[config.mk]
export PLATFORM = sky130hd
export DESIGN_NAME = rle_compressor_flat
export DESIGN_NICKNAME = d
export VERILOG_FILES = /design/src/rtl/rle_if.sv /design/src/rtl/rle_compressor.sv /design/src/flat_wrapper.sv
export SDC_FILE = /design/constraint.sdc
export NUM_CORES = 1
export LEC_CHECK = 0
export CORE_ASPECT_RATIO = 0.9
export CORE_UTILIZATION = 41
export CTS_CLUSTER_SIZE = 25
export DETAILED_ROUTE_END_ITERATION = 12
export GPL_TIMING_DRIVEN = 0
export PLACE_DENSITY_LB_ADDON = 0.12
export REMOVE_ABC_BUFFERS = 1
export SKIP_CTS_REPAIR_TIMING = 1
export SLEW_MARGIN = 20
export SYNTH_ARGS = -nofsm -noshare
export SYNTH_HDL_FRONTEND = slang
export SYNTH_SLANG_ARGS = --single-unit
[constraint.sdc]
create_clock -name clk -period 4.4 [get_ports clk]
set_clock_uncertainty 0.05 [all_clocks]
set_input_delay 0.44 -clock clk [delete_from_list [all_inputs] [get_ports clk]]
set_output_delay 0.44 -clock clk [all_outputs]
set_load 0.01 [all_outputs]
[src/rtl/rle_if.sv]
// rle_if: character stream in, (symbol, count, last) pair stream out.
// slave is the encoder's view, master is the producer/consumer's view.
interface rle_if #(
    parameter int DATA_W  = 8,
    parameter int COUNT_W = 4
);
    logic [DATA_W-1:0]  in_data;
    logic               in_valid;
    logic               in_last;
    logic               in_ready;
    logic [DATA_W-1:0]  out_sym;
    logic [COUNT_W-1:0] out_count;
    logic               out_last;
    logic               out_valid;
    logic               out_ready;

    modport slave (
        input  in_data, in_valid, in_last, out_ready,
        output in_ready, out_sym, out_count, out_last, out_valid
    );

    modport master (
        output in_data, in_valid, in_last, out_ready,
        input  in_ready, out_sym, out_count, out_last, out_valid
    );
endinterface

[src/rtl/rle_compressor.sv]
// rle_compressor: streaming run-length encoder emitting (symbol, count, last) pairs.
// Latency 1 cycle from the closing beat; in_ready drops on an output stall or while a second pair waits.
module rle_compressor #(
    parameter int DATA_W  = 8,
    parameter int COUNT_W = 4
) (
    input  logic  clk,
    input  logic  rst_n,
    rle_if.slave  bus
);
    typedef enum logic [1:0] {IDLE, RUN, FLUSH} state_t;

    localparam logic [COUNT_W-1:0] MAX_RUN = '1;
    localparam logic [COUNT_W-1:0] ONE     = COUNT_W'(1);

    state_t             state;
    logic [DATA_W-1:0]  cur_sym;
    logic [COUNT_W-1:0] cur_cnt;
    logic [DATA_W-1:0]  stash;

    logic [DATA_W-1:0]  out_sym;
    logic [COUNT_W-1:0] out_count;
    logic               out_last;
    logic               out_valid;

    logic in_ready;
    logic accept;
    logic emit_done;
    logic extend;

    // Ready depends only on registered state and out_ready, never on in_valid.
    assign in_ready  = rst_n && (state != FLUSH) && (!out_valid || bus.out_ready);
    assign accept    = bus.in_valid && in_ready;
    assign emit_done = out_valid && bus.out_ready;
    assign extend    = (bus.in_data == cur_sym) && (cur_cnt != MAX_RUN);

    assign bus.in_ready  = in_ready;
    assign bus.out_sym   = out_sym;
    assign bus.out_count = out_count;
    assign bus.out_last  = out_last;
    assign bus.out_valid = out_valid;

    always_ff @(posedge clk or negedge rst_n) begin
        if (!rst_n) begin
            state     <= IDLE;
            cur_sym   <= '0;
            cur_cnt   <= '0;
            stash     <= '0;
            out_sym   <= '0;
            out_count <= '0;
            out_last  <= 1'b0;
            out_valid <= 1'b0;
        end else begin
            // Any pair loaded below overrides this drop in the same cycle.
            if (emit_done) begin
                out_valid <= 1'b0;
            end

            unique case (state)
                IDLE: begin
                    if (accept) begin
                        if (bus.in_last) begin
                            out_sym   <= bus.in_data;
                            out_count <= ONE;
                            out_last  <= 1'b1;
                            out_valid <= 1'b1;
                        end else begin
                            cur_sym <= bus.in_data;
                            cur_cnt <= ONE;
                            state   <= RUN;
                        end
                    end
                end

                RUN: begin
                    if (accept) begin
                        if (extend) begin
                            if (bus.in_last) begin
                                out_sym   <= cur_sym;
                                out_count <= cur_cnt + ONE;
                                out_last  <= 1'b1;
                                out_valid <= 1'b1;
                                cur_cnt   <= '0;
                                state     <= IDLE;
                            end else begin
                                cur_cnt <= cur_cnt + ONE;
                            end
                        end else begin
                            // Symbol change or saturated count closes the current run.
                            out_sym   <= cur_sym;
                            out_count <= cur_cnt;
                            out_last  <= 1'b0;
                            out_valid <= 1'b1;
                            if (bus.in_last) begin
                                stash   <= bus.in_data;
                                cur_cnt <= '0;
                                state   <= FLUSH;
                            end else begin
                                cur_sym <= bus.in_data;
                                cur_cnt <= ONE;
                            end
                        end
                    end
                end

                FLUSH: begin
                    if (emit_done) begin
                        out_sym   <= stash;
                        out_count <= ONE;
                        out_last  <= 1'b1;
                        out_valid <= 1'b1;
                        state     <= IDLE;
                    end
                end

                default: state <= IDLE;
            endcase
        end
    end
endmodule

[src/flat_wrapper.sv]
// flat-port wrapper written by rule: the top's interface ports become plain ports
module rle_compressor_flat 
#(
    parameter int DATA_W  = 8,
    parameter int COUNT_W = 4
)
  (clk, rst_n, bus_in_data, bus_in_valid, bus_in_last, bus_out_ready, bus_in_ready, bus_out_sym, bus_out_count, bus_out_last, bus_out_valid);
  rle_if #(.DATA_W(DATA_W), .COUNT_W(COUNT_W)) bus_i ();
  input  logic clk;
  input  logic rst_n;
  input wire logic [$bits(bus_i.in_data)-1:0] bus_in_data;
  input wire logic [$bits(bus_i.in_valid)-1:0] bus_in_valid;
  input wire logic [$bits(bus_i.in_last)-1:0] bus_in_last;
  input wire logic [$bits(bus_i.out_ready)-1:0] bus_out_ready;
  output wire logic [$bits(bus_i.in_ready)-1:0] bus_in_ready;
  output wire logic [$bits(bus_i.out_sym)-1:0] bus_out_sym;
  output wire logic [$bits(bus_i.out_count)-1:0] bus_out_count;
  output wire logic [$bits(bus_i.out_last)-1:0] bus_out_last;
  output wire logic [$bits(bus_i.out_valid)-1:0] bus_out_valid;
  assign bus_i.in_data = bus_in_data;
  assign bus_i.in_valid = bus_in_valid;
  assign bus_i.in_last = bus_in_last;
  assign bus_i.out_ready = bus_out_ready;
  assign bus_in_ready = bus_i.in_ready;
  assign bus_out_sym = bus_i.out_sym;
  assign bus_out_count = bus_i.out_count;
  assign bus_out_last = bus_i.out_last;
  assign bus_out_valid = bus_i.out_valid;
  rle_compressor #(.DATA_W(DATA_W), .COUNT_W(COUNT_W)) u_core (.clk(clk), .rst_n(rst_n), .bus(bus_i));
endmodule
After elaboration in Yosys (flattened, before gate mapping)
Cells that the tools add are included.
{"block": "totals", "wordCells": 86, "register_bits": 36, "output_inout_bits": 15}
{"block": "op_classes", "n_reduce_logical": 16, "eq_ne": 13, "muxes": 47, "bitwise": 1, "add_sub_neg": 1}
{"cell": "8-bit two-way mux", "count": 10}
{"cell": "4-bit two-way mux", "count": 11}
{"cell": "8-bit case mux with 3 select lines", "count": 1}
{"cell": "8-bit case mux with 2 select lines", "count": 1}
{"cell": "4-bit AND reduction", "count": 4}
{"cell": "2-bit two-way mux", "count": 7}
{"cell": "1-bit two-way mux", "count": 12}
{"cell": "4-bit case mux with 3 select lines", "count": 1}
{"cell": "2-bit inequality test (second input constant)", "count": 5}
{"cell": "8-bit equality test", "count": 1}
{"cell": "4-bit case mux with 2 select lines", "count": 1}
{"cell": "2-bit by 1-bit inequality test with 1-bit output (second input constant)", "count": 3}
{"cell": "1-bit case mux with 3 select lines", "count": 2}
{"cell": "2-bit case mux with 3 select lines", "count": 1}
{"cell": "6-bit AND reduction", "count": 1}
{"cell": "1-bit logical AND", "count": 5}
{"cell": "5-bit AND reduction", "count": 1}
{"cell": "4-bit by 1-bit adder with 4-bit output (second input constant)", "count": 1}
{"cell": "4-bit inequality test (second input constant)", "count": 1}
{"cell": "3-bit inequality test (second input constant)", "count": 1}
{"cell": "3-bit nonzero test", "count": 1}
{"cell": "2-bit by 1-bit equality test with 1-bit output (second input constant)", "count": 1}
{"cell": "2-bit equality test (second input constant)", "count": 1}
{"cell": "2-bit zero test", "count": 1}
{"cell": "other kinds (4)", "count": 4}

Logic depth before layout (Yosys ltp)
{"block": "depth", "word_depth": 6, "mapped_depth": 8, "mapped_depth_nobuf": 7}

Least setup slack after synthesis
OpenSTA, ideal clock, no wires.
{"block": "synth_timing", "path_type": "flip-flop to flip-flop", "startpoint": "reg u_core.cur_cnt[0]", "endpoint": "reg u_core.cur_sym[0]", "setup_ps": 125, "path_slack_ps": 2202, "required_ps": 4225, "stages_incl_launch_ff": 9, "arrival_time_ps": 2023, "cell_sequence": "dfrtp_1 > ha_1 > and3_4 > nor4_4 > and3_1 > buf_6 > a211o_1 > buf_6 > mux2_4"}
{"block": "synth_between", "elab_chain_len": 4}
{"item": "start: declaration", "line_no": "rle_compressor.sv:18", "text": "logic [COUNT_W-1:0] cur_cnt;"}
{"item": "start signal: assignment", "line_no": "rle_compressor.sv:86", "text": "cur_cnt <= cur_cnt + ONE;"}
{"item": "4-bit inequality test", "line_no": "rle_compressor.sv:35", "text": "assign extend = (bus.in_data == cur_sym) && (cur_cnt != MAX_RUN);"}
{"item": "1-bit logical AND", "line_no": "rle_compressor.sv:35"}
{"item": "2-bit inequality test (no source line)"}
{"item": "4-bit AND reduction (no source line)"}
{"item": "end signal: assignment", "line_no": "rle_compressor.sv:68", "text": "cur_sym <= bus.in_data;"}
{"item": "end signal: assignment", "line_no": "rle_compressor.sv:99", "text": "cur_sym <= bus.in_data;"}
{"item": "end: declaration", "line_no": "rle_compressor.sv:17", "text": "logic [DATA_W-1:0] cur_sym;"}
Every way passes these cells.
A chain may end at the register's enable or synchronous reset.

Worst setup path after layout
{"block": "layout_timing", "startpoint": "reg u_core.cur_cnt[0]", "endpoint": "reg u_core.cur_sym[3]"}
The elaborated chain is that of the path after synthesis.

==> results.cfg <==
[route]
vias = 1560
firstDrtPassIters = 4
drc = 0
antenna_left = 0
drt_iter0_drc = 83
routed_wl_um = 4730
via_per_inst = 5.61
wl_per_cell_um = 17.0

[floorplan]
die_h_um = 70.2
start_util_pct = 43.3
fp-row-count = 24
die_w_um = 77.7
die-area_um2 = 5460
io_pins = 28
core_area_um2 = 4890

[sta]
whs_ns = 0.459
fin_setup_tns_ns = 0
slew_violations = 0
hold_viol_final = 0
rsz0062_at_grt = no
fin_crit_ns = 2.80
worstMarginPinSlew_ns = 0.934
setup_viol = 0
fin_crit_sh_pct = 63.6
relSlewSlack_pct = 37.7
clock.fmax_ghz = 0.357

[finish]
syn_to_final_growth_pct = 20.2
final_nets = 231
drive_gt1_share_pct = 22.5
diodes = 0
final_area_um2 = 2540
fillers = 448

[setup_path]
required_ns = 4.51
critical_path.top_delay_family = simple AND/OR/NAND/NOR gates
path_cells = ha_1 > and3_4 > nor4_4 > and3_1 > a211o_1 > mux2_4
crit_arrival_ns = 2.91
cp_slowest_cell = a211o_1
r2r_slack_ns = 1.60
critPathCaptureType = flip-flop
slowest_delay_ns = 0.54
path_buf_inv = 0
critPathKind = reg2reg
crit_fanout = 9
startpoint_type = flip-flop

[placement]
hpwl_um = 3180
io_buffer_count = 27
dpl_cell_area_um2 = 2420
place.gp.congestion = 0.864

[yosys]
synthArstFlopShare_pct = 100
ys_ff_latch = 36
ys_seq_area_share_pct = 42.6
syn_area_um2 = 2120
synth_top_flop_cell = dfrtp_1
synth_cell_types = 48
yosysWarnings = 0
syn_avg_cell_area_um2 = 11.4
synth-edff-count = 0
synthCells = 186

[clocking]
clock_latency_ns = 0.29
cts_buffers = 5
cts-root-buf = clkbuf_8
clock_path_buffers = 2
h-tree-depth = 2
cts_tree = built
cts_sinks = 36
worst_setup_hold_path_clk_slew_ns = 0.07

[grt]
grt_max_degree = 27
grtUsageTotal_pct = 18.5
grt_pass1_vias = 1497
antenna_found_initial = 0
grt_first_pass_wirelength_um = 7670
gr-total-overflow = 0

[power_and_ir_drop]
ir_drop_uv = 330
p_leak_nw = 1.12
powerDensity_nw_per_um2 = 643

[run_status]
status = finished, final reports clean

[flow_run]
cap_violations = 0

[worst_hold_path]
holdCritPathClass = reg2reg
report_power, final:
part / leakage [nW] / internal [mW] / switching, mW
Clock: 0.0541 / 0.168 / 0.124
Sequential: 0.443 / 0.465 / 0.0965
Combinational: 0.621 / 0.421 / 0.362
state kept, by name, summed over array words and instances (netlist names):
register,count
u_core.bus.out_sym,8
u_core.bus.out_last,1
u_core.cur_sym,8
u_core.bus.out_count,4
u_core.state,2
u_core.stash,8
u_core.bus.out_valid,1
u_core.cur_cnt,4
layout by cell type, fill, tap and decap left out, drive strengths merged, types with 3 or more instances in the layout:
| cell type | count |
|---|---|
| nand4 | 5 |
| ha | 6 |
| a22oi | 8 |
| o22ai | 3 |
| a21oi | 15 |
| mux2i | 3 |
| nand2 | 10 |
| and3 | 3 |
| dfrtp | 36 |
| clkdlybuf4s50 | 26 |
| mux2 | 27 |
| nor2 | 12 |
| clkbuf | 5 |
| inv | 6 |
| xor2 | 8 |
| nor2b | 3 |
layer usage:
layer  track usage (%)  wire length (um)  up-vias
met2              27.2              2180       40
li1                  -                 -      733
met3              5.36               179        4
met1              25.9              2330      783
met4              6.08                35        0
met5                 0                 0        -
Yosys cell counts (2+ instances only):
cell type  number  area, um^2
mux2_4         17         255
nand4_1         4        25.0
ha_1            6        75.1
dfrtp_1        36         901
a22oi_1         8        60.1
mux2i_1         3        30.0
buf_6           3        33.8
inv_1           6        22.5
a21oi_1        15        75.1
o22ai_1         2        12.5
o31ai_1         2        15.0
nor2b_1         3        18.8
or2_2           2        12.5
mux2_2         10         113
nor2_1         12        45.0
xor2_1          8        70.1
nand2_1        10        37.5
nand2b_1        2        12.5
clkbuf_1        5        18.8
and3_1          2        12.5
nand3_1         2        10.0
o221a_2         2        22.5
logic make-up after synthesis:
kind of cell / after synthesis / share of synthesized area, %
and+or+nand+nor: 46 / 12.6
AOI/OAI and AO/OA: 43 / 14.8
DFF: 36 / 42.6
muxes: 30 / 18.8
buffers and inverters: 16 / 3.96
xor gates and xnor gates: 9 / 3.72
adders and majority gates: 6 / 3.55
through the flow:
stage,power (mW),setup WS [ns],cells,util (%)
3_3_place_gp,1.32,0.394,268,49.2
4_1_cts,1.64,1.62,277,51.8
5_1_grt,1.74,1.49,278,52.0
6_report,1.64,1.60,278,52.0
2_1_floorplan,1.10,1.99,176,-
3_5_place_dp,1.34,1.37,269,49.5
area by class of cell:
cell class,count,area [um^2],area share [%]
multi-input combinational,134,1130,44.5
sequential,36,901,35.4
timing repair buffer,29,295,11.6
tap,65,81.3,3.20
clock buffer,5,68.8,2.71
clock inverter,3,42.5,1.67
inverter,6,22.5,0.885
final timing paths:
path                                          from                       to  cells past startpoint
max                              u_core.cur_cnt[0]        u_core.cur_sym[3]                      6
min reg2reg                u_core.bus.out_count[0]  u_core.bus.out_count[0]                      1
min in group asynchronous                    rst_n          u_core.state[1]                      2
max in group asynchronous                    rst_n    u_core.bus.out_sym[3]                      3
min                        u_core.bus.out_count[0]  u_core.bus.out_count[0]                      1
max reg2reg                      u_core.cur_cnt[0]        u_core.cur_sym[3]                      6
No activity file was read; power rests on OpenSTA's default activity.
